$ cat config.mk
export PLATFORM = sky130hd
export DESIGN_NAME = pc_sequencer_flat
export DESIGN_NICKNAME = d
export VERILOG_FILES = /design/src/rtl/pc_seq_if.sv /design/src/rtl/pc_sequencer.sv /design/src/flat_wrapper.sv
export SDC_FILE = /design/constraint.sdc
export NUM_CORES = 1
export LEC_CHECK = 0
export ABC_CLOCK_PERIOD_IN_PS = 7420
export CORE_MARGIN = 4
export CORE_UTILIZATION = 45
export DETAILED_ROUTE_END_ITERATION = 8
export PLACE_DENSITY = 0.87
export SLEW_MARGIN = 25
export SYNTH_ARGS = -nofsm -noshare
export SYNTH_HDL_FRONTEND = slang
export SYNTH_SLANG_ARGS = --single-unit
$ cat constraint.sdc
create_clock -name clk -period 7.42 [get_ports clk]
set_input_delay 1.113 -clock clk [delete_from_list [all_inputs] [get_ports clk]]
set_output_delay 1.113 -clock clk [all_outputs]
set_load 0.03 [all_outputs]
$ cat src/rtl/pc_seq_if.sv
// pc_seq_if: PC control strobes, run handshake and sequencer outputs for pc_sequencer.
// run_cycles exists only when PC_SEQ_PERF_CNT_EN is defined.
interface pc_seq_if #(
  parameter int PC_W   = 12,
  parameter int VLEN_W = 8
);
  logic              start;
  logic [PC_W-1:0]   end_pc;
  logic              clken_PC;
  logic              load_PC;
  logic              incr_PC;
  logic [PC_W-1:0]   load_value_PC;
  logic              is_not_vect;
  logic [VLEN_W-1:0] vect_len;
  logic [PC_W-1:0]   pc;
  logic              imem_rd_en;
  logic [VLEN_W-1:0] elem_idx;
  logic              done_auto_incr;
  logic              busy;
  logic              done;
`ifdef PC_SEQ_PERF_CNT_EN
  logic [31:0]       run_cycles;
`endif
  modport master (
    output start, end_pc, clken_PC, load_PC, incr_PC, load_value_PC, is_not_vect, vect_len,
    input  pc, imem_rd_en, elem_idx, done_auto_incr, busy, done
`ifdef PC_SEQ_PERF_CNT_EN
    , input run_cycles
`endif
  );
  modport slave (
    input  start, end_pc, clken_PC, load_PC, incr_PC, load_value_PC, is_not_vect, vect_len,
    output pc, imem_rd_en, elem_idx, done_auto_incr, busy, done
`ifdef PC_SEQ_PERF_CNT_EN
    , output run_cycles
`endif
  );
endinterface

$ cat src/rtl/pc_sequencer.sv
// pc_sequencer: PC register, vector element counter and start/done run handshake.
// Optional run-cycle counter enabled by PC_SEQ_PERF_CNT_EN.
module pc_sequencer #(
  parameter int PC_W     = 12,
  parameter int VLEN_W   = 8,
  parameter int START_PC = 0
) (
  input logic    clk,
  input logic    rst,
  pc_seq_if.slave bus
);
  typedef enum logic [1:0] {IDLE, RUN, DONE} state_e;
  localparam logic [PC_W-1:0] START_PC_V = PC_W'(START_PC);
  state_e            state_q, state_d;
  logic [PC_W-1:0]   pc_q, pc_d, end_pc_q, end_pc_d;
  logic [VLEN_W-1:0] elem_q, elem_d, len_m1;
  logic              run, adv, dai;
  assign run    = state_q == RUN;
  assign adv    = bus.clken_PC & (bus.incr_PC | bus.load_PC);
  // A zero length counts as one element; >= also catches a length shrunk mid-vector
  assign len_m1 = (bus.vect_len == '0) ? '0 : bus.vect_len - 1'b1;
  assign dai    = run & ~bus.is_not_vect & (elem_q >= len_m1);
  always_ff @(posedge clk or posedge rst) begin
    if (rst) begin
      state_q  <= IDLE;
      pc_q     <= START_PC_V;
      elem_q   <= '0;
      end_pc_q <= '0;
    end else begin
      state_q  <= state_d;
      pc_q     <= pc_d;
      elem_q   <= elem_d;
      end_pc_q <= end_pc_d;
    end
  end
  always_comb begin
    state_d  = state_q;
    pc_d     = pc_q;
    elem_d   = elem_q;
    end_pc_d = end_pc_q;
    unique case (state_q)
      IDLE: begin
        pc_d     = START_PC_V;
        elem_d   = '0;
        end_pc_d = bus.end_pc;
        state_d  = bus.start ? RUN : IDLE;
      end
      RUN: begin
        pc_d    = !bus.clken_PC ? pc_q : bus.load_PC ? bus.load_value_PC : bus.incr_PC ? pc_q + 1'b1 : pc_q;
        elem_d  = (bus.is_not_vect || dai) ? '0 : elem_q + 1'b1;
        state_d = (adv && pc_q == end_pc_q) ? DONE : RUN;
      end
      default: state_d = IDLE;
    endcase
  end
  always_comb begin
    bus.pc             = pc_q;
    bus.elem_idx       = elem_q;
    bus.imem_rd_en     = run;
    bus.done_auto_incr = dai;
    bus.busy           = state_q != IDLE;
    bus.done           = state_q == DONE;
  end
`ifdef PC_SEQ_PERF_CNT_EN
  logic [31:0] cyc_q;
  always_ff @(posedge clk or posedge rst) begin
    if (rst) cyc_q <= '0;
    else if (state_q == IDLE && bus.start) cyc_q <= '0;
    else if (run && cyc_q != '1) cyc_q <= cyc_q + 1'b1;
  end
  assign bus.run_cycles = cyc_q;
`endif
endmodule

$ cat src/flat_wrapper.sv
// flat-port wrapper written by rule: the top's interface ports become plain ports
module pc_sequencer_flat 
#(
  parameter int PC_W     = 12,
  parameter int VLEN_W   = 8,
  parameter int START_PC = 0
)
  (clk, rst, bus_start, bus_end_pc, bus_clken_PC, bus_load_PC, bus_incr_PC, bus_load_value_PC, bus_is_not_vect, bus_vect_len, bus_pc, bus_imem_rd_en, bus_elem_idx, bus_done_auto_incr, bus_busy, bus_done);
  pc_seq_if #(.PC_W(PC_W), .VLEN_W(VLEN_W)) bus_i ();
  input logic clk;
  input logic rst;
  input wire logic [$bits(bus_i.start)-1:0] bus_start;
  input wire logic [$bits(bus_i.end_pc)-1:0] bus_end_pc;
  input wire logic [$bits(bus_i.clken_PC)-1:0] bus_clken_PC;
  input wire logic [$bits(bus_i.load_PC)-1:0] bus_load_PC;
  input wire logic [$bits(bus_i.incr_PC)-1:0] bus_incr_PC;
  input wire logic [$bits(bus_i.load_value_PC)-1:0] bus_load_value_PC;
  input wire logic [$bits(bus_i.is_not_vect)-1:0] bus_is_not_vect;
  input wire logic [$bits(bus_i.vect_len)-1:0] bus_vect_len;
  output wire logic [$bits(bus_i.pc)-1:0] bus_pc;
  output wire logic [$bits(bus_i.imem_rd_en)-1:0] bus_imem_rd_en;
  output wire logic [$bits(bus_i.elem_idx)-1:0] bus_elem_idx;
  output wire logic [$bits(bus_i.done_auto_incr)-1:0] bus_done_auto_incr;
  output wire logic [$bits(bus_i.busy)-1:0] bus_busy;
  output wire logic [$bits(bus_i.done)-1:0] bus_done;
  assign bus_i.start = bus_start;
  assign bus_i.end_pc = bus_end_pc;
  assign bus_i.clken_PC = bus_clken_PC;
  assign bus_i.load_PC = bus_load_PC;
  assign bus_i.incr_PC = bus_incr_PC;
  assign bus_i.load_value_PC = bus_load_value_PC;
  assign bus_i.is_not_vect = bus_is_not_vect;
  assign bus_i.vect_len = bus_vect_len;
  assign bus_pc = bus_i.pc;
  assign bus_imem_rd_en = bus_i.imem_rd_en;
  assign bus_elem_idx = bus_i.elem_idx;
  assign bus_done_auto_incr = bus_i.done_auto_incr;
  assign bus_busy = bus_i.busy;
  assign bus_done = bus_i.done;
  pc_sequencer #(.PC_W(PC_W), .VLEN_W(VLEN_W), .START_PC(START_PC)) u_core (.clk(clk), .rst(rst), .bus(bus_i));
endmodule
# Word level (Yosys, flattened, before mapping)
# Cells that the tools add are included.
# totals
reg_bits	34
latch_bits	0
ramBits	0
mem_bits_ro	0
input_bits	39
output_inout_bits	24
wordCells	35
n_memories	0
# op_classes
addsub	3
mul	0
div_mod_pow	0
magnitude_cmp	1
n_eq_ne	5
shifts	0
muxes	10
n_bitwise	5
reduce_logical	7
# ops
operator	n
2-to-1 mux 12 bit	3
case mux 12 bit (2 select lines)	1
2-to-1 mux 8 bit	2
case mux 8 bit (2 select lines)	1
adder 12 x 1 -> 12 bit (second input constant)	1
equality test 12 bit	1
adder 8 x 1 -> 8 bit (second input constant)	1
greater-or-equal comparator 8 bit	1
zero test 8 bit	1
subtractor 8 x 1 -> 8 bit (second input constant)	1
case mux 2 bit (2 select lines)	1
nonzero test 2 bit	2
AND 1 bit	3
inequality test 3 bit (second input constant)	1
AND reduction 3 bit	1
equality test 2 x 1 -> 1 bit (second input constant)	1
equality test 2 bit (second input constant)	1
zero test 2 bit	1
2-to-1 mux 2 bit	1
inequality test 2 bit (second input constant)	1
logical AND 1 bit	1
logical OR 1 bit	1
2-to-1 mux 1 bit	1
NOT 1 bit	1
bitwise OR 1 bit	1

# Logic depth before layout (Yosys ltp)
# Gate-level depths: netlist of the first run.
# depth
depth_word	7
depth_mapped	13
ltp_nobuf	12

# Least setup slack after synthesis of the first run
# Ideal clock, no wire load.
# synth_path
path_kind	input to output
from	input bus_vect_len[0]
to	output bus_done_auto_incr
arrival_ns	3.305
setup_slack_ns	3.002
path_stages	11
n_path_buf	0
path_cell_list	inv_1 > ha_1 > nor2b_1 > nand3b_1 > or3_1 > and2_1 > ha_1 > nor2b_1 > o21ai_1 > nand3_1 > a21oi_1
# synth_via
elab_chain_len	4
word_cells_on_any_way	5
# synth_rtl
item	line_no	text
from (decl)	flat_wrapper.sv:19	input wire logic [$bits(bus_i.vect_len)-1:0] bus_vect_len;
subtractor 8 x 1 -> 8 bit / zero test 8 bit (equally long branches)	pc_sequencer.sv:21	assign len_m1 = (bus.vect_len == '0) ? '0 : bus.vect_len - 1'b1;
2-to-1 mux 8 bit (*)	pc_sequencer.sv:21	
greater-or-equal comparator 8 bit (*)	pc_sequencer.sv:22	assign dai = run & ~bus.is_not_vect & (elem_q >= len_m1);
AND 1 bit (*)	pc_sequencer.sv:22	
to (decl)	flat_wrapper.sv:23	output wire logic [$bits(bus_i.done_auto_incr)-1:0] bus_done_auto_incr;
# Mark *: on every way between the ends. The rest lies on a longest branch, timed or not.

# Worst setup path in the final report of the first run
# Same ends and word-level chain as after synthesis.

==> summary.txt, run 1 <==
CTS
  • Resized cells post-CTS: 0
  • CTS Buffer Depth: 2
  • Clk slew on worst S/H paths: about 0.060 ns
  • Root buffer cell: clkbuf_8
  • Htree depth: 2
  • Setup Fix Bufs, Post-CTS: 0
  • TritonCTS Buffers: 5
  • CTS sink count: 34
  • TritonCTS clock tree: built
  • CTS hold repair buffers: 0
  • Clock Latency Late Sink: 0.28 ns

Synth
  • Most frequent cell after synthesis: dfrtp_1
  • Mapped Nets: between 200 and 300
  • Yosys Warn Count: 0
  • Leading area contributor after synthesis: dfrtp_1
  • Post-Synth Simple-Gate Area: 0.1947
  • Post-synth EDFFs: 0
  • Adder-cell share of the synthesized area: 0.06373
  • Largest family of logic cells by synthesized area: simple AND/OR/NAND/NOR gates
  • Top_reg_cell synth: dfrtp_1
  • Synth Area in XOR/XNOR: 0.06895
  • Post-Syn Area per Cell: a little over 9 um2
  • Netlist Area Pre-Place: roughly 2200 um2
  • Mapped Cells: 234
  • Most frequent cells after synthesis: 34 x dfrtp_1, 23 x o21ai_1, 21 x nand2_1
  • Sequential area share after synthesis: 0.3940
  • Yosys reg bits: 34
  • Mux cell area share after synthesis: 0.08169
  • Post-synthesis compound-gate area fraction: 0.1616
  • Distinct cell type count after synthesis: between 40 and 50
  • Post-synth top area share: 0.3940
  • Area contributors post-synth: dfrtp_1 39%, mux2_2 6.8%, ha_1 6.4%
  • FFs w/ async S/R, synth: 1.000

STA
  • Worst slew pin tran: around 0.75 ns
  • Final worst path period need: 5.414 ns
  • RSZ-0062 raised after global routing: no
  • Slew headroom: 0.5011
  • WHS: around 0.53 ns
  • Setup TNS: 0 ns
  • Final period util: 0.7296
  • Worst Skew: roughly 0.0061 ns
  • Final Hold Violating Endpoints: 0
  • Max Clock Freq: between 150 and 200 MHz
  • Setup violations, final: 0
  • Slew Limit Fails: 0

Min path
  • Worst hold path depth: 1
  • Hold path start: u_core.end_pc_q[2]
  • WHS Endpoint: u_core.end_pc_q[2]
  • Class of the worst hold path: reg -> reg

Critical path
  • RR Endpoint: u_core.bus.elem_idx[4]
  • Crit start category: input port
  • Worst-path fanout max: 6
  • Arr. time, crit path: about 4.3 ns
  • Flop2flop setup slack: 5.37 ns
  • Critical path class: in -> out
  • Cells on worst reg2reg path: 5
  • Worst Path Required: roughly 6.3 ns
  • Crit end category: output port
  • R2R Path Start: u_core.state_q[1]

Outcome
  • Status: complete, no violations

Floorplan
  • Die height: between 70 and 80 um
  • Die ar.: between 5000 and 6000 um2
  • Row Count: 24
  • Ports: 63
  • CORE AREA: 4504 um2
  • Die W: around 77 um
  • Initial Util: 0.4794

GRT
  • Met1 Use GR: 0.2159
  • Met2 global-route usage: 0.3238
  • Remaining Overflow, GRT: 0
  • Largest net degree at the start of global routing: 35
  • First-pass GRT wire length: roughly 9 mm
  • Initial antenna violation count: 0
  • Vias in the first global route: 1,990
  • GRT Max-Usage Layer: met2
  • Total global-route track usage: 0.1863
  • M3 GR Usage: 0.05035

Place
  • DP Wirelength: approximately 4 mm
  • Placed cell count: roughly 340
  • PortBufs: a little over 60
  • Gpl congestion: ~0.82

Layout
  • Post-layout util: 0.6447
  • Seq. cell area: between 800 and 900 um2
  • Fillers: ~370
  • Layout area overhead: 34.47%
  • Antenna Cells: 0
  • Final std cells w/o fill: 350
  • Fraction of layout cells with a size suffix above 1: 0.08054
  • Layout Nets: about 350
  • Area of the multi-input gates: between 1000 and 1500 um2

Drt
  • Post-route DRC violation count: 0
  • Post-DRT Antenna Nets: 0
  • Via count: 1,958
  • DR WL/cell: roughly 15 um
  • Number of detailed-routing iterations run before antenna repair: 4
  • Routed WL: 5.408 mm
  • Via-to-Cell Ratio: between 5 and 6
  • Iteration-0 DRC Markers: slightly below 90

Flow run
  • Max Cap Viol: 0

Power and ir drop
  • PwrDens: around 240 nW/um2
  • Share of power burned in combinational logic: 0.394
  • Net Switching: 0.0002583 W
  • Power, Total: roughly 0.0007 W
  • Sw frac: 0.3670
  • Sequential share of power: 0.424
  • VDD IR max: ~0.00019 V
  • P_int: approximately 0.00045 W
  • Leakage power: around 1.2 nW
  • Clock network fraction of design power: 0.182
[metal layers]
metal	wire length, um	vias up	share of wire
li1	-	957	-
met1	2284	909	0.42
met2	2597	80	0.48
met3	433	12	0.080
met4	92	0	0.017
met5	0	-	0
[cells by family (layout without fill, tap and decap cells)]
kind of cell,Yosys count,count (layout)
mux,16,16
flops,34,34
compound gates,55,55
fa+ha+maj,11,11
xor+xnor,17,17
buf+inv,18,82
simple gates,83,83
[worst max-delay path by stage]
stage                          startpoint                  to  slack [ns]  depth (start not counted)
after floorplan           bus_vect_len[0]  bus_done_auto_incr        3.00                         11
after global placement    bus_vect_len[0]  bus_done_auto_incr        2.09                         13
after detailed placement  bus_vect_len[0]  bus_done_auto_incr        2.01                         13
after CTS                 bus_vect_len[0]  bus_done_auto_incr        1.99                         13
after global routing      bus_vect_len[0]  bus_done_auto_incr        1.75                         13
final                     bus_vect_len[0]  bus_done_auto_incr        2.01                         13
[critical path: stages]
cell and delay, ns:
clkdlybuf4s50_1 0.42, inv_1 0.09, ha_1 0.16, nor2b_1 0.25, nand3b_1 0.15, or3_1 0.41, and2_1 0.21, ha_1 0.27
nor2b_1 0.04, o21ai_1 0.25, nand3_1 0.12, a21oi_1 0.14, clkdlybuf4s50_1 0.69
[cell usage in the layout (no fill, tap or decap), types with 2 or more instances in the layout]
cell type | netlist | layout
a21o_1 | 3 | 3
a21oi_1 | 11 | 11
a22o_1 | 3 | 3
a22oi_1 | 5 | 5
and2_1 | 2 | 2
and3_1 | 5 | 5
and4_1 | 2 | 2
buf_4 | 0 | 2
clkbuf_8 | 0 | 5
clkdlybuf4s50_1 | 0 | 62
clkinv_2 | 0 | 2
dfrtp_1 | 34 | 34
ha_1 | 11 | 11
inv_1 | 11 | 11
mux2_2 | 13 | 13
mux2i_1 | 3 | 3
nand2_1 | 21 | 21
nand2b_1 | 3 | 3
nand3_1 | 10 | 10
nor2_1 | 15 | 15
nor2b_1 | 5 | 5
nor3_1 | 7 | 7
nor3b_1 | 2 | 2
nor4_1 | 3 | 3
o21ai_0 | 2 | 2
o21ai_1 | 23 | 23
or3_1 | 4 | 4
xnor2_1 | 9 | 9
xor2_1 | 8 | 8
[stage by stage]
step                      worst slack, ns  area [um2]
after floorplan                     3.002        2160
after global placement              2.088        2825
after CTS                           1.989        2904
after detailed placement            2.011        2825
final                               2.006        2904
after global routing                1.749        2904
[registers in the layout, indices dropped and copies added, names as in the netlist]
register / count
u_core.bus.pc: 12
u_core.bus.elem_idx: 8
u_core.end_pc_q: 12
u_core.state_q: 2
[power groups by stage]
stage / combinational (W) / sequential (W) / clock, W
2_1_floorplan: 0.000155 / 0.000318 / 0
3_3_place_gp: 0.000269 / 0.000299 / 0
3_5_place_dp: 0.000277 / 0.000302 / 0
4_1_cts: 0.000279 / 0.000299 / 0.000130
5_1_grt: 0.000301 / 0.000306 / 0.000140
6_report: 0.000277 / 0.000298 / 0.000128
[layout make-up]
cell class              instances  share of cell area
clock buffers                   5             0.02370
clock inverters                 2            0.003447
inverters                      11             0.01422
repair buffers                 64              0.2189
multi-input cells             182              0.4244
flip-flops and latches         34              0.2930
well taps                      52             0.02240
Power figures use the tool's default switching activity.
==> inputs of run 2 (changes only) <==
- ABC_CLOCK_PERIOD_IN_PS: 7420 -> 5400
- clock period: 7.42 -> 5.4 ns (I/O delays scaled with it)
==> run 2 against run 1 <==
Net effect: hold slack improved by 0.00079 ns; design area rose by 2.2%; core utilization rose by 1.4 points; critical path depth did not move; clock power rose by 130%; largest power group unchanged; critical endpoint unchanged.
==> summary.txt, run 2 (synthesis gave the netlist of run 1 again) <==
Outcome
  • Status: complete, no violations

CTS
  • CTS Buffer Depth: 2 (unchanged)
  • TritonCTS clock tree: built
  • Setup Fix Bufs, Post-CTS: 0 (unchanged)
  • Clk slew on worst S/H paths: 0.07 ns (about the same)
  • Resized cells post-CTS: 0 (unchanged)
  • TritonCTS Buffers: 5 (unchanged)
  • CTS sink count: 34 (unchanged)
  • Root buffer cell: clkbuf_8
  • Clock Latency Late Sink: 0.29 ns (about the same)
  • CTS hold repair buffers: 0 (unchanged)
  • Htree depth: 2 (unchanged)

STA
  • Final Hold Violating Endpoints: 0 (unchanged)
  • Worst slew pin tran: 0.7811 ns (+0.03513 ns)
  • Setup violations, final: 0 (unchanged)
  • Setup WS post-layout: 0.5929 ns (-1.413 ns)
  • Max Clock Freq: about 210 MHz
  • Setup TNS: 0 ns (unchanged)
  • Worst Skew: 0.007485 ns (+0.001434 ns)
  • Slew Limit Fails: 0 (unchanged)
  • Final period util: 0.8902
  • Final worst path period need: between 4 and 5 ns
  • RSZ-0062 raised after global routing: no
  • Slew headroom: 0.4777 (-0.02349)

Floorplan
  • Ports: 63 (unchanged)
  • Die W: 77.28 um (unchanged)
  • Die ar.: 5971 um2 (unchanged)
  • CORE AREA: 4504 um2 (unchanged)
  • Row Count: 24 (unchanged)
  • Die height: 77.28 um (unchanged)
  • Initial Util: 0.4794 (unchanged)

Drt
  • Number of detailed-routing iterations run before antenna repair: 4 (unchanged)
  • Post-DRT Antenna Nets: 0 (unchanged)
  • DR WL/cell: 15.56 um (+0.69%)
  • Via count: 1,950 (-0.41%)
  • Max Used Layer: met4
  • Met2 WL: 2.716 mm (+4.6%)
  • Met3 wire length: 456 um (+5.3%)
  • Met1 wire length: 2.221 mm (-2.8%)
  • Iteration-0 DRC Markers: 111 (+28%)
  • Via-to-Cell Ratio: 5.556 (-0.69%)
  • Routed WL: 5.461 mm (+0.98%)
  • Post-route DRC violation count: 0 (unchanged)

Critical path
  • Arr. time, crit path: 4.00 ns (-0.30 ns)
  • Critical path class: in -> out
  • Crit start category: input port
  • Flop2flop setup slack: 3.36 ns (-2.01 ns)
  • Worst Path Required: 4.59 ns (-1.72 ns)
  • Crit end category: output port
  • Worst-path fanout max: 6 (unchanged)

Place
  • Pre-CTS setup slack: 0.5981 ns (-1.413 ns)
  • Placed cell count: 343 (unchanged)
  • PortBufs: 62 (unchanged)
  • DP Wirelength: 4.173 mm (+1.2%)
  • Gpl congestion: 0.8216 (about the same)

Flow run
  • Max Cap Viol: 0 (unchanged)

Min path
  • Class of the worst hold path: reg -> reg

GRT
  • Remaining Overflow, GRT: 0 (unchanged)
  • Largest net degree at the start of global routing: 35 (unchanged)
  • Total global-route track usage: 0.1887 (+0.002321)
  • Vias in the first global route: 2,008 (+0.90%)
  • First-pass GRT wire length: 9.039 mm (+0.39%)
  • Initial antenna violation count: 0 (unchanged)

Power and ir drop
  • Leakage power: 1.268 nW (+2.2%)
  • Power, Total: 0.001085 W (+54%)
  • PwrDens: 365.6 nW/um2 (+51%)
  • VDD IR max: 0.0002570 V (+36%)

Layout
  • Commonest non-fill, non-tap cell in the layout: clkdlybuf4s50_1
  • Commonest non-fill, non-tap cells in the layout: 62 x clkdlybuf4s50_1, 34 x dfrtp_1, 23 x o21ai_1
  • Layout area overhead: 37.43%
  • Layout Nets: 348 (unchanged)
  • Fraction of layout cells with a size suffix above 1: 0.08361 (+0.003075)
  • Final std cells w/o fill: 351 (+0.29%)
  • Antenna Cells: 0 (unchanged)
==> run 2: cell count changes in the layout (fill, tap and decap cells not counted), sizes merged <==
cell / delta
bufinv: +2
clkinv: -2
clkbuf: +1
==> run 2: metrics by stage <==
stage / cell area [um2] / hold slack, ns / utilization
after CTS: 2968 / 0.5358 / 0.6589
after floorplan: 2160 / 0.5008 / -
after detailed placement: 2825 / 0.5187 / 0.6272
after global routing: 2968 / 0.5568 / 0.6589
after global placement: 2825 / 0.5126 / 0.6272
final: 2968 / 0.5329 / 0.6589
==> run 2: area by class of cell <==
| type | count | area [um2] |
|---|---|---|
| Fill cell | 373 | 1536 |
| Sequential cell | 34 | 850.8 |
| Tap cell | 52 | 65.06 |
| Timing Repair Buffer | 64 | 635.6 |
| Clock buffer | 6 | 82.58 |
| Multi-Input combinational cell | 182 | 1232 |
| Clock inverter | 2 | 60.06 |
| Inverter | 11 | 41.29 |
==> run 2: critical path: stages <==
cell and delay (ns):
clkdlybuf4s50_1 0.42, inv_1 0.09, ha_1 0.16, nor2b_1 0.24, nand3b_1 0.15, or3_1 0.41, and2_1 0.20, ha_1 0.27
nor2b_1 0.04, o21ai_1 0.24, nand3_1 0.12, a21oi_1 0.16, clkdlybuf4s50_1 0.69
==> run 2: path summary, 6_finish.rpt <==
path | start | end | cells after the start
setup reg to reg | u_core.state_q[1] | u_core.bus.elem_idx[6] | 5
max in group asynchronous | rst | u_core.bus.elem_idx[7] | 3
hold / removal | u_core.end_pc_q[11] | u_core.end_pc_q[11] | 1
setup / recovery | bus_vect_len[0] | bus_done_auto_incr | 13
hold reg to reg | u_core.end_pc_q[11] | u_core.end_pc_q[11] | 1
min in group asynchronous | rst | u_core.end_pc_q[4] | 3
==> run 2: power by group <==
part | internal, W | switching [W] | total (W)
logic | 0.000200 | 0.000182 | 0.000382
registers | 0.000326 | 0.0000830 | 0.000409
clock network | 0.000197 | 0.0000968 | 0.000294
==> run 2: metal layers <==
metal / up-vias / track usage
li1: 954 / -
met1: 907 / 0.2096
met2: 79 / 0.3359
met3: 10 / 0.06674
met4: 0 / 0.05694
met5: - / 0
